[src/rtl/button_debouncer.sv]
// Push-button conditioner: 2-FF synchroniser, debounce counter, stable level, press/release pulses, sticky press flags.
// Optional macro BTN_IRQ_EN adds irq_mask_i and a registered active-low irq_n.
module button_debouncer #(
    parameter int   WIDTH           = 2,
    parameter int   DEBOUNCE_CYCLES = 50000,
    parameter logic IDLE_LEVEL      = 1'b1
) (
    input  logic             clk,
    input  logic             reset,
    input  logic [WIDTH-1:0] btn_i,
    output logic [WIDTH-1:0] btn_o,
    output logic [WIDTH-1:0] press_o,
    output logic [WIDTH-1:0] release_o,
    output logic [WIDTH-1:0] evt_o,
    input  logic [WIDTH-1:0] evt_clr_i
`ifdef BTN_IRQ_EN
    ,
    input  logic [WIDTH-1:0] irq_mask_i,
    output logic             irq_n
`endif
);

    localparam int               CNT_W    = $clog2(DEBOUNCE_CYCLES + 1);
    localparam logic [CNT_W-1:0] CNT_LAST = CNT_W'(DEBOUNCE_CYCLES - 1);
    localparam logic [CNT_W-1:0] CNT_ONE  = CNT_W'(1);

    logic [WIDTH-1:0]            sync1_q;
    logic [WIDTH-1:0]            sync2_q;
    logic [WIDTH-1:0][CNT_W-1:0] cnt_q;
    logic [WIDTH-1:0][CNT_W-1:0] cnt_d;
    logic [WIDTH-1:0]            stable_q;
    logic [WIDTH-1:0]            stable_d;
    logic [WIDTH-1:0]            press_q;
    logic [WIDTH-1:0]            press_d;
    logic [WIDTH-1:0]            release_q;
    logic [WIDTH-1:0]            release_d;
    logic [WIDTH-1:0]            evt_q;
    logic [WIDTH-1:0]            evt_d;

    // Any cycle where the synchronised level matches the stable level restarts the count,
    // so only an uninterrupted run of DEBOUNCE_CYCLES differing samples is accepted.
    always_comb begin
        cnt_d     = '0;
        stable_d  = stable_q;
        press_d   = '0;
        release_d = '0;
        for (int i = 0; i < WIDTH; i++) begin
            if (sync2_q[i] != stable_q[i]) begin
                if (cnt_q[i] == CNT_LAST) begin
                    stable_d[i] = sync2_q[i];
                    if (sync2_q[i] == IDLE_LEVEL) begin
                        release_d[i] = 1'b1;
                    end else begin
                        press_d[i] = 1'b1;
                    end
                end else begin
                    cnt_d[i] = cnt_q[i] + CNT_ONE;
                end
            end
        end
        // A press landing in the same cycle as a clear must not be lost.
        evt_d = (evt_q & ~evt_clr_i) | press_d;
    end

    always_ff @(posedge clk) begin
        if (reset) begin
            sync1_q   <= {WIDTH{IDLE_LEVEL}};
            sync2_q   <= {WIDTH{IDLE_LEVEL}};
            cnt_q     <= '0;
            stable_q  <= {WIDTH{IDLE_LEVEL}};
            press_q   <= '0;
            release_q <= '0;
            evt_q     <= '0;
        end else begin
            sync1_q   <= btn_i;
            sync2_q   <= sync1_q;
            cnt_q     <= cnt_d;
            stable_q  <= stable_d;
            press_q   <= press_d;
            release_q <= release_d;
            evt_q     <= evt_d;
        end
    end

    assign btn_o     = stable_q;
    assign press_o   = press_q;
    assign release_o = release_q;
    assign evt_o     = evt_q;

`ifdef BTN_IRQ_EN
    logic irq_n_q;
    logic irq_n_d;

    // Built from the next-state flags so the request tracks evt_o cycle for cycle.
    always_comb begin
        irq_n_d = ~|(evt_d & irq_mask_i);
    end

    always_ff @(posedge clk) begin
        if (reset) begin
            irq_n_q <= 1'b1;
        end else begin
            irq_n_q <= irq_n_d;
        end
    end

    assign irq_n = irq_n_q;
`endif

endmodule

[config.mk]
export PLATFORM = sky130hd
export DESIGN_NAME = button_debouncer
export DESIGN_NICKNAME = d
export VERILOG_FILES = /design/src/rtl/button_debouncer.sv
export SDC_FILE = /design/constraint.sdc
export NUM_CORES = 1
export LEC_CHECK = 0
export BUFFER_PORTS_ARGS = -buffer_cell sky130_fd_sc_hd__clkbuf_2
export CAP_MARGIN = 25
export CORE_MARGIN = 10
export CORE_UTILIZATION = 40
export CTS_CLUSTER_SIZE = 12
export DETAILED_ROUTE_END_ITERATION = 10
export HOLD_SLACK_MARGIN = 0.05
export PLACE_DENSITY_LB_ADDON = 0.05
export SETUP_SLACK_MARGIN = 0.1
export SLEW_MARGIN = 20
export SYNTH_ARGS = -nofsm -noshare
export SYNTH_HDL_FRONTEND = slang
export SYNTH_SLANG_ARGS = --single-unit
[constraint.sdc]
create_clock -name clk -period 3.2 [get_ports clk]
set_clock_uncertainty 0.2 [all_clocks]
set_input_delay 0.48 -clock clk [delete_from_list [all_inputs] [get_ports clk]]
set_output_delay 0.48 -clock clk [all_outputs]
set_load 0.01 [all_outputs]
; After elaboration in Yosys (flattened, before gate mapping)
; Index checks and enable logic that the tools add are counted.
[word_totals]
ff_bits = 44
in_bits = 6
output_inout_bits = 8
elab_cells = 37
[classes]
addsub = 2
eq_ne = 4
n_mux = 8
bitwise = 7
n_reduce_logical = 6
[ops]
columns = op, count
row1 = $add 16x1->16 const B, 2
row2 = $eq 16x16->1 const B, 2
row3 = $reduce_or 3->1, 4
row4 = $mux 1, 8
row5 = $not 1->1, 4
row6 = $reduce_and 2->1, 2
row7 = $and 2x2->2, 1
row8 = $ne 1x1->1, 2
row9 = $not 2->2, 1
row10 = $or 2x2->2, 1

; Depth between registers and ports, before layout
; Gate-level depths: netlist (run 1).
[logic_depth]
ltp_word = 4
ltp_mapped = 6
ltp_nobuf = 5

; Worst setup path before layout (run 1)
; OpenSTA, ideal clock, no wires.
[synth_path]
path_type = flip-flop to flip-flop
from = register cnt_q[0] in the netlist's numbering
to = register cnt_q[14] in the netlist's numbering
setup_ps = 117
arrival_ps = 1379
required_time_ps = 2883
path_slack_ps = 1504
path_stages_with_launch = 7
path_buffers = 1
synth_period_minus_slack_ps = 1696
path_cell_list = dfxtp_1 ha_1 and3_1 nand4_1 nand2_1 buf_2 nor2_1
[synth_between]
elab_chain_cells = 2
word_cells_on_any_way = 3
cone_classes = 1 x add/sub / 1 x eq/ne / 1 x reduce/logical
[synth_rtl]
columns = item, line
row1 = from (decl), 29  ; logic [WIDTH-1:0][CNT_W-1:0] cnt_q;
row2 = from (signal assigned), 77  ; cnt_q <= cnt_d;
row3 = "parallel branches: the longest is 2 deep, another holds $add 16x1->16", -
; Several ways; the timed one is not identified.
; A chain may end at the register's enable or synchronous reset.

; Final worst setup path (run 1)
[layout_path]
from = register cnt_q[0] in the netlist's numbering
to = register cnt_q[5] in the netlist's numbering
; Same word-level chain as after synthesis.

==> results.py, run 1 <==
metrics = {
    "cts": {
        "cts_tree": "built",
        "clk_pin_slew_worst_paths_ns": 0.08,
        "htreeDepth": 2,
        "clockBufferDepth": 2,
        "post-cts-setup-buffers": 0,
        "clk_latency_ns": 0.29,
        "cts_root_buf": "clkbuf_8",
        "cts_buffers": 5,
        "cts_hold_buf": 0,
        "clkSinkCount": 44,
        "post_cts_resized": 0,
    },
    "global_route": {
        "grt_pass1_wl_mm": 5.73,
        "overflow": 0,
        "groute.usage.overall_pct": 9.43,
        "antenna_found_initial": 0,
        "grt_max_degree": 16,
        "grt_pass1_vias": 1304,
    },
    "synth": {
        "yosysTopAreaCell": "dfxtp_1",
        "ys_types": 28,
        "avgSynthCellArea_sq_um": 9.21,
        "syn_area_sq_um": 1800,
        "ys_ff_latch": 44,
        "syn_inst": 195,
        "netlist_top_cells_area": "dfxtp_1 (49%), xnor2_1 (11%), nor2_1 (8.2%), nor4_1 (3.1%), nand3_1 (3.1%)",
        "syn-num-nets": 203,
        "ys_seq_area_share_pct": 49.1,
        "synth_top_area_share_pct": 49.1,
        "yosysWarnings": 0,
    },
    "timing": {
        "setup_tns_ns": 0,
        "max_freq_mhz": 493,
        "setup_viol_count_final": 0,
        "period_needed_ns": 2.03,
        "tightest_slew_ns": 0.564,
        "relSlewSlack_pct": 62.4,
        "fin_crit_sh_pct": 63.4,
        "grt_setup_unrepaired": "no",
        "hold_viol": 0,
        "drv_slew": 0,
        "whs_ns": 0.165,
    },
    "final_layout": {
        "final_cells": 265,
        "layout.nets": 220,
        "drive_gt1_share_pct": 15.0,
        "fill_cells": 408,
        "multi_input_comb_area_sq_um": 867,
        "layout_commonest_cell": "dfxtp_1",
        "mostFrequentLayoutCells": "dfxtp_1 (44), nor2_1 (39), xnor2_1 (23), clkbuf_2 (13), nand3_1 (11)",
        "antenna_cells": 0,
        "area.sequential_sq_um": 881,
        "syn_to_final_growth_pct": 13.2,
    },
    "power": {
        "power_w": 0.00101,
        "ir_worst_vdd_mv": 0.285,
        "pwr_density_cell_nw_per_um2": 495,
        "leakage_nw": 0.690,
    },
    "worst_setup_path": {
        "critPathBufInv": 0,
        "cp_cell_sequence": "ha_1, and3_1, nand4_1, nand2_1, nor2_1",
        "path_max_fanout": 14,
        "r2r-end": "cnt_q[5]",
        "ff2ff_setup_slack_ns": 1.17,
        "reg2regPathDepth": 5,
        "crit_family": "simple AND/OR/NAND/NOR gates",
        "crit_required_ns": 3.17,
        "critical_path.endpoint_type": "flop",
        "cp.arrival_ns": 2.00,
        "crit_type": "reg2reg",
        "cpPeakStageDelay_ns": 0.49,
        "slowest_stage": "nand2_1",
        "reg2reg_from": "cnt_q[0]",
        "startpoint_type": "flop",
    },
    "flow_run": {
        "cap_violations": 0,
    },
    "routing": {
        "wirelength_mm": 3.25,
        "vias_per_cell": 4.98,
        "first_pass_iters": 4,
        "wl_per_cell_microns": 12.2,
        "drcViolationCount": 0,
        "drtAntennaViolNets": 0,
        "vias": 1319,
        "drt_iter0_drc": 46,
    },
    "die": {
        "die_w_microns": 87.0,
        "top_level_ports": 14,
        "die_h_microns": 87.0,
        "start_util_pct": 41.2,
        "core_sq_um": 4350,
        "dieArea_sq_um": 7570,
        "rows": 24,
    },
    "hold_path": {
        "whs_endpoint": "sync1_q[0]",
        "hp-start": "btn_i[0]",
        "hold_path_depth": 2,
        "hold_path.class": "in2reg",
    },
    "place": {
        "placed_cells": 257,
        "dp_hpwl_mm": 2.33,
        "gp_congestion": 0.789,
        "port_buffers": 13,
    },
    "outcome": {
        "outcome": "completed",
    },
}
## report_power, final
group	total [W]	internal (W)	switching, W
clock	0.000441	0.000255	0.000185
combinational	0.0000132	0.00000561	0.00000757
sequential	0.000552	0.000550	0.00000169
## cell type report
type | instances | area share, %
clock buffers | 6 | 4.06
flip-flops and latches | 44 | 43.3
clock inverters | 2 | 1.91
repair buffers | 13 | 3.20
multi-input cells | 139 | 42.6
well taps | 52 | 3.20
inverters | 9 | 1.66
## how the worst max path moves through the flow
stage                 to     start  cells past startpoint
2_1_floorplan  cnt_q[14]  cnt_q[0]                      6
3_3_place_gp    cnt_q[3]  cnt_q[0]                      5
3_5_place_dp    cnt_q[5]  cnt_q[0]                      5
4_1_cts         cnt_q[5]  cnt_q[0]                      5
5_1_grt        cnt_q[10]  cnt_q[0]                      5
6_report        cnt_q[5]  cnt_q[0]                      5
## cells by family (layout without fill, tap and decap cells)
logic type / count (synthesis) / in the layout / share of synthesized area, %
flops: 44 / 44 / 49.1
buf+inv: 12 / 30 / 2.65
compound gates: 5 / 5 / 2.30
xor+xnor: 29 / 29 / 14.1
fa+ha+maj: 2 / 2 / 1.39
simple gates: 103 / 103 / 30.5
## Yosys cell counts
cell type   n
dfxtp_1    44
nor2_1     39
xnor2_1    23
nand3_1    11
nor3_1     10
inv_1       9
nor4_1      9
nand2_1     6
nand4_1     6
xor2_1      6
nand2b_1    5
and3_1      4
or2_2       4
and4b_1     2
buf_2       2
ha_1        2
nand4_2     2
a211o_1     1
a211o_2     1
a21oi_1     1
a21oi_2     1
a2bb2oi_1   1
and2_1      1
and4bb_2    1
clkbuf_1    1
nor4_2      1
nor4bb_1    1
or3b_4      1
## metal layers
| metal | part of all wire, % | GRT usage [%] | wire, microns | vias up |
|---|---|---|---|---|
| li1 | - | - | - | 691 |
| met1 | 51 | 11.7 | 1660 | 602 |
| met2 | 43 | 13.6 | 1390 | 21 |
| met3 | 4.4 | 3.84 | 144 | 5 |
| met4 | 1.5 | 4.86 | 49 | 0 |
| met5 | 0 | 0 | 0 | - |
## through the flow
stage               utilization [%]  cell area, sq um  worst slack, ns
floorplan                         -              1800             1.50
global placement               43.9              1910             1.21
detailed placement             43.9              1910             1.17
CTS                            46.7              2030             1.15
global route                   46.7              2030            0.969
finish                         46.7              2030             1.17
## flip-flops by register name, indices dropped and copies added, names as in the netlist
| signal | count |
|---|---|
| btn_o | 2 |
| cnt_q | 32 |
| evt_o | 2 |
| press_o | 2 |
| release_o | 2 |
| sync1_q | 2 |
| sync2_q | 2 |
Power figures use the tool's default switching activity.
==> run 2: changes to the inputs <==
==> constraint.sdc (replaced) <==
create_clock -name clk -period 1.8 [get_ports clk]
set_clock_uncertainty 0.2 [all_clocks]
set_input_delay 0.27 -clock clk [delete_from_list [all_inputs] [get_ports clk]]
set_output_delay 0.27 -clock clk [all_outputs]
set_load 0.01 [all_outputs]
==> run 2 against run 1 <==
Register-to-register slack lost 1.0 ns; via count grew 3.1%; final cell count grew 3.4%; highest routed layer unchanged; largest power group unchanged; clock power grew 65%; non-clock buffer count grew 9; first-iteration DRC count grew 4.3%; power grew 73%.
==> results.py, run 2 (synthesized netlist as in run 1, its figures left out) <==
metrics = {
    "outcome": {
        "outcome": "completed",
    },
    "die": {
        "top_level_ports": 14,
        "start_util_pct": 41.2,
        "die_w_microns": 87.0,
        "rows": 24,
        "dieArea_sq_um": 7570,
        "core_sq_um": 4350,
        "die_h_microns": 87.0,
    },
    "cts": {
        "cts_tree": "built",
        "clockBufferDepth": 2,
        "htreeDepth": 2,
        "clk_pin_slew_worst_paths_ns": 0.08,
        "clkSinkCount": 44,
        "cts_root_buf": "clkbuf_8",
        "cts_buffers": 5,
        "clk_latency_ns": 0.29,
    },
    "final_layout": {
        "largest_reg_flops": 32,
        "top_register": "cnt_q",
        "drive_gt1_share_pct": 25.2,
        "post-route-util_pct": 51.4,
        "layout_commonest_cell": "dfxtp_1",
        "syn_to_final_growth_pct": 24.7,
        "fill_cells": 409,
        "final_area_sq_um": 2240,
        "mostFrequentLayoutCells": "dfxtp_1 (40), nor2_1 (39), xnor2_1 (23), clkbuf_2 (13)",
        "antenna_cells": 0,
        "layout.nets": 229,
    },
    "timing": {
        "tightest_slew_ns": 0.340,
        "period_needed_ns": 1.63,
        "hold_viol": 0,
        "drv_slew": 0,
        "max_freq_mhz": 614,
        "grt_setup_unrepaired": "yes",
        "setup_viol_count_final": 0,
        "setup_tns_ns": 0,
        "relSlewSlack_pct": 77.2,
        "fin_crit_sh_pct": 90.6,
    },
    "global_route": {
        "met3_usage_pct": 3.37,
        "gr-max-usage-layer": "met2",
        "use_met1_pct": 12.9,
        "grt_max_degree": 16,
        "overflow": 0,
        "met2_usage_pct": 14.6,
        "grt_pass1_wl_mm": 6.11,
        "groute.usage.overall_pct": 9.87,
        "grt_pass1_vias": 1370,
        "antenna_found_initial": 0,
    },
    "worst_setup_path": {
        "cp.arrival_ns": 1.66,
        "startpoint_type": "flop",
        "crit_type": "reg2reg",
        "crit_required_ns": 1.83,
        "critical_path.endpoint_type": "flop",
        "path_max_fanout": 5,
    },
    "power": {
        "pwr_density_cell_nw_per_um2": 778,
        "ir_worst_vdd_mv": 0.416,
        "leakage_nw": 0.743,
    },
    "routing": {
        "wirelength_mm": 3.45,
        "drtAntennaViolNets": 0,
        "wl_per_cell_microns": 12.6,
        "vias": 1360,
        "vias_per_cell": 4.96,
        "first_pass_iters": 4,
        "drt_iter0_drc": 48,
        "drcViolationCount": 0,
    },
    "flow_run": {
        "cap_violations": 0,
    },
    "place": {
        "gp_congestion": 0.790,
        "dp_hpwl_mm": 2.34,
        "port_buffers": 13,
        "place_area_sq_um": 1960,
    },
    "hold_path": {
        "hold_path.class": "in2reg",
    },
}
## run 2: per-layer routing
metal	vias up	wire (microns)
li1	709	-
met5	-	0
met2	18	1540
met1	628	1730
met4	0	51
met3	5	124
## run 2: through the flow
step	hold slack (ns)	total power, W	worst slack, ns	std cells
finish	0.0494	0.00174	0.170	274
detailed placement	0.212	0.00103	0.0250	262
global placement	0.198	0.00103	0.0873	262
floorplan	0.174	0.00102	0.104	195
CTS	0.0519	0.00178	0.112	273
global route	0.0615	0.00182	0.0517	274
## run 2: final timing paths
kind | slack, ns | cells after the start | from | endpoint
worst max-delay path | 0.17 | 5 | cnt_q[16] | evt_o[1]
worst min-delay path | 0.05 | 4 | evt_clr_i[0] | evt_o[0]
worst max register to register | 0.17 | 5 | cnt_q[16] | evt_o[1]
worst min register to register | 0.22 | 1 | sync1_q[1] | sync2_q[1]
## run 2: worst max-delay path, cell delays in order (launching register included)
cell and delay [ns]:
dfxtp_4 0.38, ha_4 0.15, and3_4 0.22, nand4_4 0.11, or3b_4 0.41, a21oi_2 0.11
## run 2: timing repair
action / 4_1_cts / 5_1_grt
hold buffers: 3 / 0
hold endpoints to repair: 3 / 0
pin swaps: 0 / 6
gates cloned: 0 / 0
setup endpoints to repair: 5 / 23
buffers inserted: 0 / 1
resized for setup: 5 / 20
## run 2: final cells by class
type	count	area [sq um]	share of cell area (%)
clock buffer	6	72.6	3.24
clock inverter	2	35.0	1.56
inverter	9	33.8	1.51
multi-input combinational	139	992	44.3
sequential	44	888	39.7
tap	52	65.1	2.91
timing repair buffer	22	153	6.82
## run 2: power by group
group / switching, W / internal, W / leakage [nW]
registers: 0.00000362 / 0.000977 / 0.358
clock network: 0.000316 / 0.000412 / 0.0552
logic: 0.0000156 / 0.0000180 / 0.330
